### src/rtl/regfile_pkg.sv
// Shared defaults and FSM state type for the register-file writeback arbiter.
package regfile_pkg;

    localparam int ADDR_W_DEF   = 5;
    localparam int DATA_W_DEF   = 32;
    localparam int LOCK_MAX_DEF = 8;

    typedef enum logic {
        RR    = 1'b0,
        LOCK1 = 1'b1
    } arb_state_e;

endpackage

### src/rtl/rr_arb2.sv
// Two-requester round-robin grant with a pointer register and a lock override
// that restricts the grant to requester 1.
module rr_arb2 (
    input  logic clk,
    input  logic rst,
    input  logic valid0,
    input  logic valid1,
    input  logic lock_override,
    input  logic xfer0,
    input  logic xfer1,
    input  logic ptr_clear,
    output logic grant0,
    output logic grant1
);

    logic rr_ptr;

    // Pointer names the port that wins the next contended cycle.
    always_ff @(posedge clk or posedge rst) begin
        if (rst) begin
            rr_ptr <= 1'b0;
        end else if (ptr_clear) begin
            rr_ptr <= 1'b0;
        end else if (xfer0) begin
            rr_ptr <= 1'b1;
        end else if (xfer1) begin
            rr_ptr <= 1'b0;
        end
    end

    always_comb begin
        grant0 = 1'b0;
        grant1 = 1'b0;
        if (lock_override) begin
            grant1 = valid1;
        end else if (valid0 && valid1) begin
            grant0 = !rr_ptr;
            grant1 = rr_ptr;
        end else begin
            grant0 = valid0;
            grant1 = valid1;
        end
    end

endmodule

### src/rtl/regfile_wb_arbiter.sv
// Shares the register-file write port between ALU (port 0) and load (port 1) writeback.
// Optional REGFILE_WB_X0_FILTER_EN suppresses the write strobe for address-0 transfers.
module regfile_wb_arbiter
    import regfile_pkg::*;
#(
    parameter int ADDR_W   = ADDR_W_DEF,
    parameter int DATA_W   = DATA_W_DEF,
    parameter int LOCK_MAX = LOCK_MAX_DEF
) (
    input  logic              clk_i,
    input  logic              rst_i,
    input  logic              req0_valid_i,
    input  logic [ADDR_W-1:0] req0_addr_i,
    input  logic [DATA_W-1:0] req0_data_i,
    output logic              req0_ready_o,
    input  logic              req1_valid_i,
    input  logic [ADDR_W-1:0] req1_addr_i,
    input  logic [DATA_W-1:0] req1_data_i,
    input  logic              req1_lock_i,
    output logic              req1_ready_o,
    input  logic              stall_i,
    output logic              wr_en_o,
    output logic [ADDR_W-1:0] wr_addr_o,
    output logic [DATA_W-1:0] wr_data_o,
    output logic              locked_o
);

    localparam int LOCK_CNT_W = $clog2(LOCK_MAX) + 1;
    localparam logic [LOCK_CNT_W-1:0] LOCK_LAST = LOCK_CNT_W'(LOCK_MAX - 1);

    arb_state_e            state, state_nxt;
    logic [LOCK_CNT_W-1:0] lock_cnt;
    logic                  grant0, grant1;
    logic                  xfer0, xfer1;
    logic                  ptr_clear;
    logic                  lock_expire;
    logic [ADDR_W-1:0]     sel_addr;
    logic [DATA_W-1:0]     sel_data;
    logic                  wr_take;

    logic                  wr_en_p1;
    logic [ADDR_W-1:0]     wr_addr_p1;
    logic [DATA_W-1:0]     wr_data_p1;

    rr_arb2 u_rr_arb2 (
        .clk           (clk_i),
        .rst           (rst_i),
        .valid0        (req0_valid_i),
        .valid1        (req1_valid_i),
        .lock_override (state == LOCK1),
        .xfer0         (xfer0),
        .xfer1         (xfer1),
        .ptr_clear     (ptr_clear),
        .grant0        (grant0),
        .grant1        (grant1)
    );

    assign req0_ready_o = !rst_i && !stall_i && grant0;
    assign req1_ready_o = !rst_i && !stall_i && grant1;
    assign xfer0        = req0_valid_i && req0_ready_o;
    assign xfer1        = req1_valid_i && req1_ready_o;
    assign lock_expire  = (state == LOCK1) && (lock_cnt == LOCK_LAST);

    always_ff @(posedge clk_i or posedge rst_i) begin
        if (rst_i) begin
            state <= RR;
        end else begin
            state <= state_nxt;
        end
    end

    // Forced release wins over a lock request on the same beat.
    always_comb begin
        state_nxt = state;
        ptr_clear = 1'b0;
        case (state)
            RR: begin
                if (xfer1 && req1_lock_i) begin
                    state_nxt = LOCK1;
                end
            end
            LOCK1: begin
                if (lock_expire || (xfer1 && !req1_lock_i)) begin
                    state_nxt = RR;
                    ptr_clear = 1'b1;
                end
            end
            default: begin
                state_nxt = RR;
            end
        endcase
    end

    always_ff @(posedge clk_i or posedge rst_i) begin
        if (rst_i) begin
            lock_cnt <= '0;
        end else if (state != LOCK1) begin
            lock_cnt <= '0;
        end else begin
            lock_cnt <= lock_cnt + 1'b1;
        end
    end

    assign sel_addr = xfer1 ? req1_addr_i : req0_addr_i;
    assign sel_data = xfer1 ? req1_data_i : req0_data_i;

`ifdef REGFILE_WB_X0_FILTER_EN
    assign wr_take = (xfer0 || xfer1) && (sel_addr != '0);
`else
    assign wr_take = xfer0 || xfer1;
`endif

    // Stage p1: accepted write presented to the register file
    always_ff @(posedge clk_i or posedge rst_i) begin
        if (rst_i) begin
            wr_en_p1   <= 1'b0;
            wr_addr_p1 <= '0;
            wr_data_p1 <= '0;
        end else begin
            wr_en_p1 <= wr_take;
            if (wr_take) begin
                wr_addr_p1 <= sel_addr;
                wr_data_p1 <= sel_data;
            end
        end
    end

    assign wr_en_o   = wr_en_p1;
    assign wr_addr_o = wr_addr_p1;
    assign wr_data_o = wr_data_p1;
    assign locked_o  = (state == LOCK1);

endmodule
### config.mk
export PLATFORM = sky130hd
export DESIGN_NAME = regfile_wb_arbiter
export DESIGN_NICKNAME = d
export VERILOG_FILES = /design/src/rtl/regfile_pkg.sv /design/src/rtl/rr_arb2.sv /design/src/rtl/regfile_wb_arbiter.sv
export SDC_FILE = /design/constraint.sdc
export NUM_CORES = 1
export LEC_CHECK = 0
export ABC_AREA = 1
export CORE_UTILIZATION = 30
export DETAILED_ROUTE_END_ITERATION = 8
export GPL_TIMING_DRIVEN = 0
export PLACE_DENSITY = 0.67
export SYNTH_ARGS = -nofsm -noshare
export SYNTH_HDL_FRONTEND = slang
export SYNTH_HIERARCHICAL = 1
export SYNTH_SLANG_ARGS = --single-unit
export TNS_END_PERCENT = 20
### constraint.sdc
create_clock -name clk_i -period 2.3 [get_ports clk_i]
set_clock_uncertainty 0.1 [all_clocks]
set_input_delay 0.69 -clock clk_i [delete_from_list [all_inputs] [get_ports clk_i]]
set_output_delay 0.69 -clock clk_i [all_outputs]
set_load 0.1 [all_outputs]
==> flow_metrics.py <==
metrics = {
    "synth": {
        "syn-num-nets": 447,
        "synthFlopType": "dfrtp_1",
        "synthCells": 366,
        "synthTopCellsByArea": "dfrtp_1 43%, nand2_1 18%, inv_1 13%, nand4_1 9.3%, nand3_1 8.0%",
        "yosys_warnings": 6,
        "synth_edf_count": 0,
        "synth_area_per_cell_um2": 6.97,
        "synth_top_area_cell": "dfrtp_1",
        "ys_top_cells_by_count": "120 x nand2_1, 85 x inv_1, 44 x dfrtp_1",
        "seq_area_frac_synth": 0.432,
        "yosysMostFrequentCell": "nand2_1",
        "synth_top_cell_area_share": 0.432,
        "ys_ff_latch": 44,
        "netlist_area_mm2": 0.00255,
        "ys_async_sr_fraction": 1.00,
        "synth_cell_types": 21,
    },
    "power": {
        "comb_power_share": 0.675,
        "ir_drop_mv": 0.657,
        "p_total_uw": 5670,
        "sw_frac_of_total": 0.634,
        "p_per_area_mw_per_mm2": 1430,
        "p_seq_frac": 0.238,
        "p_sw_uw": 3600,
        "clkPwrFrac": 0.087,
        "internal_power_uw": 2080,
        "p_leak_uw": 0.00221,
    },
    "routing": {
        "via_count": 2740,
        "viasPerCell": 4.54,
        "wl_per_cell_um": 12.6,
        "drc": 0,
        "antenna_left": 0,
        "first_pass_iters": 4,
        "wl_um": 7580,
        "dr.first_iter.drc_count": 92,
    },
    "global_routing": {
        "grt_use_met1": 0.232,
        "track_usage": 0.179,
        "grt.met2_usage": 0.298,
        "grt_pass1_wl_um": 12300,
        "overflow": 0,
        "grt_start_max_net_pins": 26,
        "top_usage_layer": "met2",
        "antenna_found_initial": 0,
        "grt_pass1_vias": 2613,
        "grtUsageMet3": 0.0380,
    },
    "placement": {
        "dp_hpwl_um": 5570,
        "place_area_mm2": 0.00395,
        "place_congestion": 0.743,
        "portBuffers": 120,
        "placedCellCount": 592,
    },
    "die": {
        "dieArea_mm2": 0.00887,
        "start_util": 0.310,
        "row_count": 33,
        "coreArea_mm2": 0.00822,
        "ios": 121,
        "die_w_um": 94.2,
        "fp.dieH_um": 94.2,
    },
    "cells_and_area": {
        "finalNetCount": 578,
        "synthToLayoutAreaGrowth_pct": 55.5,
        "finalInstanceArea_mm2": 0.00397,
        "antenna_cells": 0,
        "fin_cells": 603,
        "drive_gt1_frac": 0.153,
        "n_fill_cell": 839,
    },
    "outcome": {
        "status": "finished, final reports clean",
    },
    "timing": {
        "period_needed_ns": 2.28,
        "hold_viol_final": 0,
        "rsz0062_at_grt": "yes",
        "period_share": 0.990,
        "slew_headroom": 0.358,
        "drv_slew": 0,
        "max_freq_mhz": 439,
        "finalSetupViolations": 0,
        "tightest_slew_ns": 0.967,
    },
    "clock_tree": {
        "cts_hold_buf": 0,
        "cts.clk_slew.worst_paths_ns": 0.08,
        "cts_root_buf": "clkbuf_8",
        "cts_tree": "yes",
        "cts_max_path_buffers": 2,
        "clock_sinks": 44,
        "clk_latency_ns": 0.29,
        "htree_levels": 2,
        "numCtsBuffers": 5,
    },
    "worst_setup_path": {
        "endpoint_kind": "output pin",
        "cp.required_ns": 1.51,
        "crit_path_start_kind": "register",
        "arrival_ns": 1.49,
        "critPathKind": "register to output pin",
        "path_max_fanout": 3,
    },
    "min_path": {
        "hold_class": "input pin to asynchronous set/reset pin",
    },
    "flow_run": {
        "max-cap-violations": 0,
    },
}
-- routing by layer --
layer	wire length (um)	share of wire
met5	0	0
met4	99	0.013
met3	414	0.055
met2	3670	0.48
met1	3390	0.45
-- power by group through the flow --
stage                     sequential (uW)  clock, uW  combinational (uW)
final                                1350        491                3830
after global routing                 1390        547                4000
after CTS                            1350        515                3930
after detailed placement             1360          0                4060
after global placement               1360          0                4020
after floorplan                      3770          0                 586
-- logic make-up after synthesis --
group	Yosys count	share of synthesized area
AOI/OAI and AO/OA	4	0.00932
xor gates and xnor gates	1	0.00344
adders and majority gates	1	0.00491
buffers and inverters	109	0.179
DFF	44	0.432
and+or+nand+nor	207	0.371
-- worst max-delay path, cell delays in order, from the launching register on --
cell and delay, ns:
dfrtp_4 0.50, inv_2 0.08, nand2_4 0.05, a21oi_4 0.12
nor3b_4 0.25, buf_12 0.20
-- through the flow --
step            util  worst slack (ns)  hold slack, ns  TNS, ns
3_3_place_gp   0.478             -1.61           0.343   -36.60
6_report       0.483            0.0230           0.338        0
5_1_grt        0.483           -0.0474           0.330  -0.0579
4_1_cts        0.496           0.00105           0.326        0
3_5_place_dp   0.480             -1.65           0.358    -7.64
2_1_floorplan      -            -0.476           0.319   -0.725
-- registers in the layout, summed over array words and instances, names as in the netlist --
| name | cells |
|---|---|
| wr_en_o | 1 |
| wr_addr_o | 5 |
| wr_data_o | 32 |
| lock_cnt | 4 |
| u_rr_arb2/rr_ptr | 1 |
| locked_o | 1 |
-- layout by cell type (no fill, tap or decap), drive strengths merged, types with 2 or more instances in the layout --
master | netlist | layout
nand4 | 38 | 38
clkbuf | 4 | 37
clkdlybuf4s50 | 0 | 75
a21oi | 3 | 3
inv | 86 | 86
nor2 | 4 | 4
nand2 | 120 | 120
dlygate4sd2 | 0 | 2
nand3 | 42 | 42
clkdlybuf4s15 | 0 | 14
buf | 19 | 27
dfrtp | 44 | 44
nor3b | 2 | 2
-- repair_timing --
item / CTS / global route
resized for setup: 108 / 34
buffers inserted: 4 / 1
setup endpoints to repair: 41 / 31
pin swaps: 4 / 2
-- final timing paths --
| kind | cells past startpoint | endpoint | from | slack (ns) |
|---|---|---|---|---|
| worst max-delay path | 5 | req0_ready_o | locked_o | 0.02 |
| worst min-delay path | 2 | u_rr_arb2/rr_ptr | rst_i | 0.34 |
| worst max register to register | 11 | wr_addr_o[3] | locked_o | 0.44 |
| worst min register to register | 1 | lock_cnt[0] | lock_cnt[0] | 0.36 |
| max in group asynchronous | 3 | wr_data_o[4] | rst_i | 1.11 |
| min in group clk_i | 1 | lock_cnt[0] | lock_cnt[0] | 0.36 |
-- layout make-up --
cell class,count,area [um^2],area share
Buffer,21,124,0.0312
Clock buffer,8,90.1,0.0227
Inverter,86,323,0.0814
Multi-Input combinational cell,213,1040,0.261
Sequential cell,44,1100,0.279
Tap cell,105,131,0.0331
Timing Repair Buffer,126,1160,0.292
(Power assumes the default switching activity.)
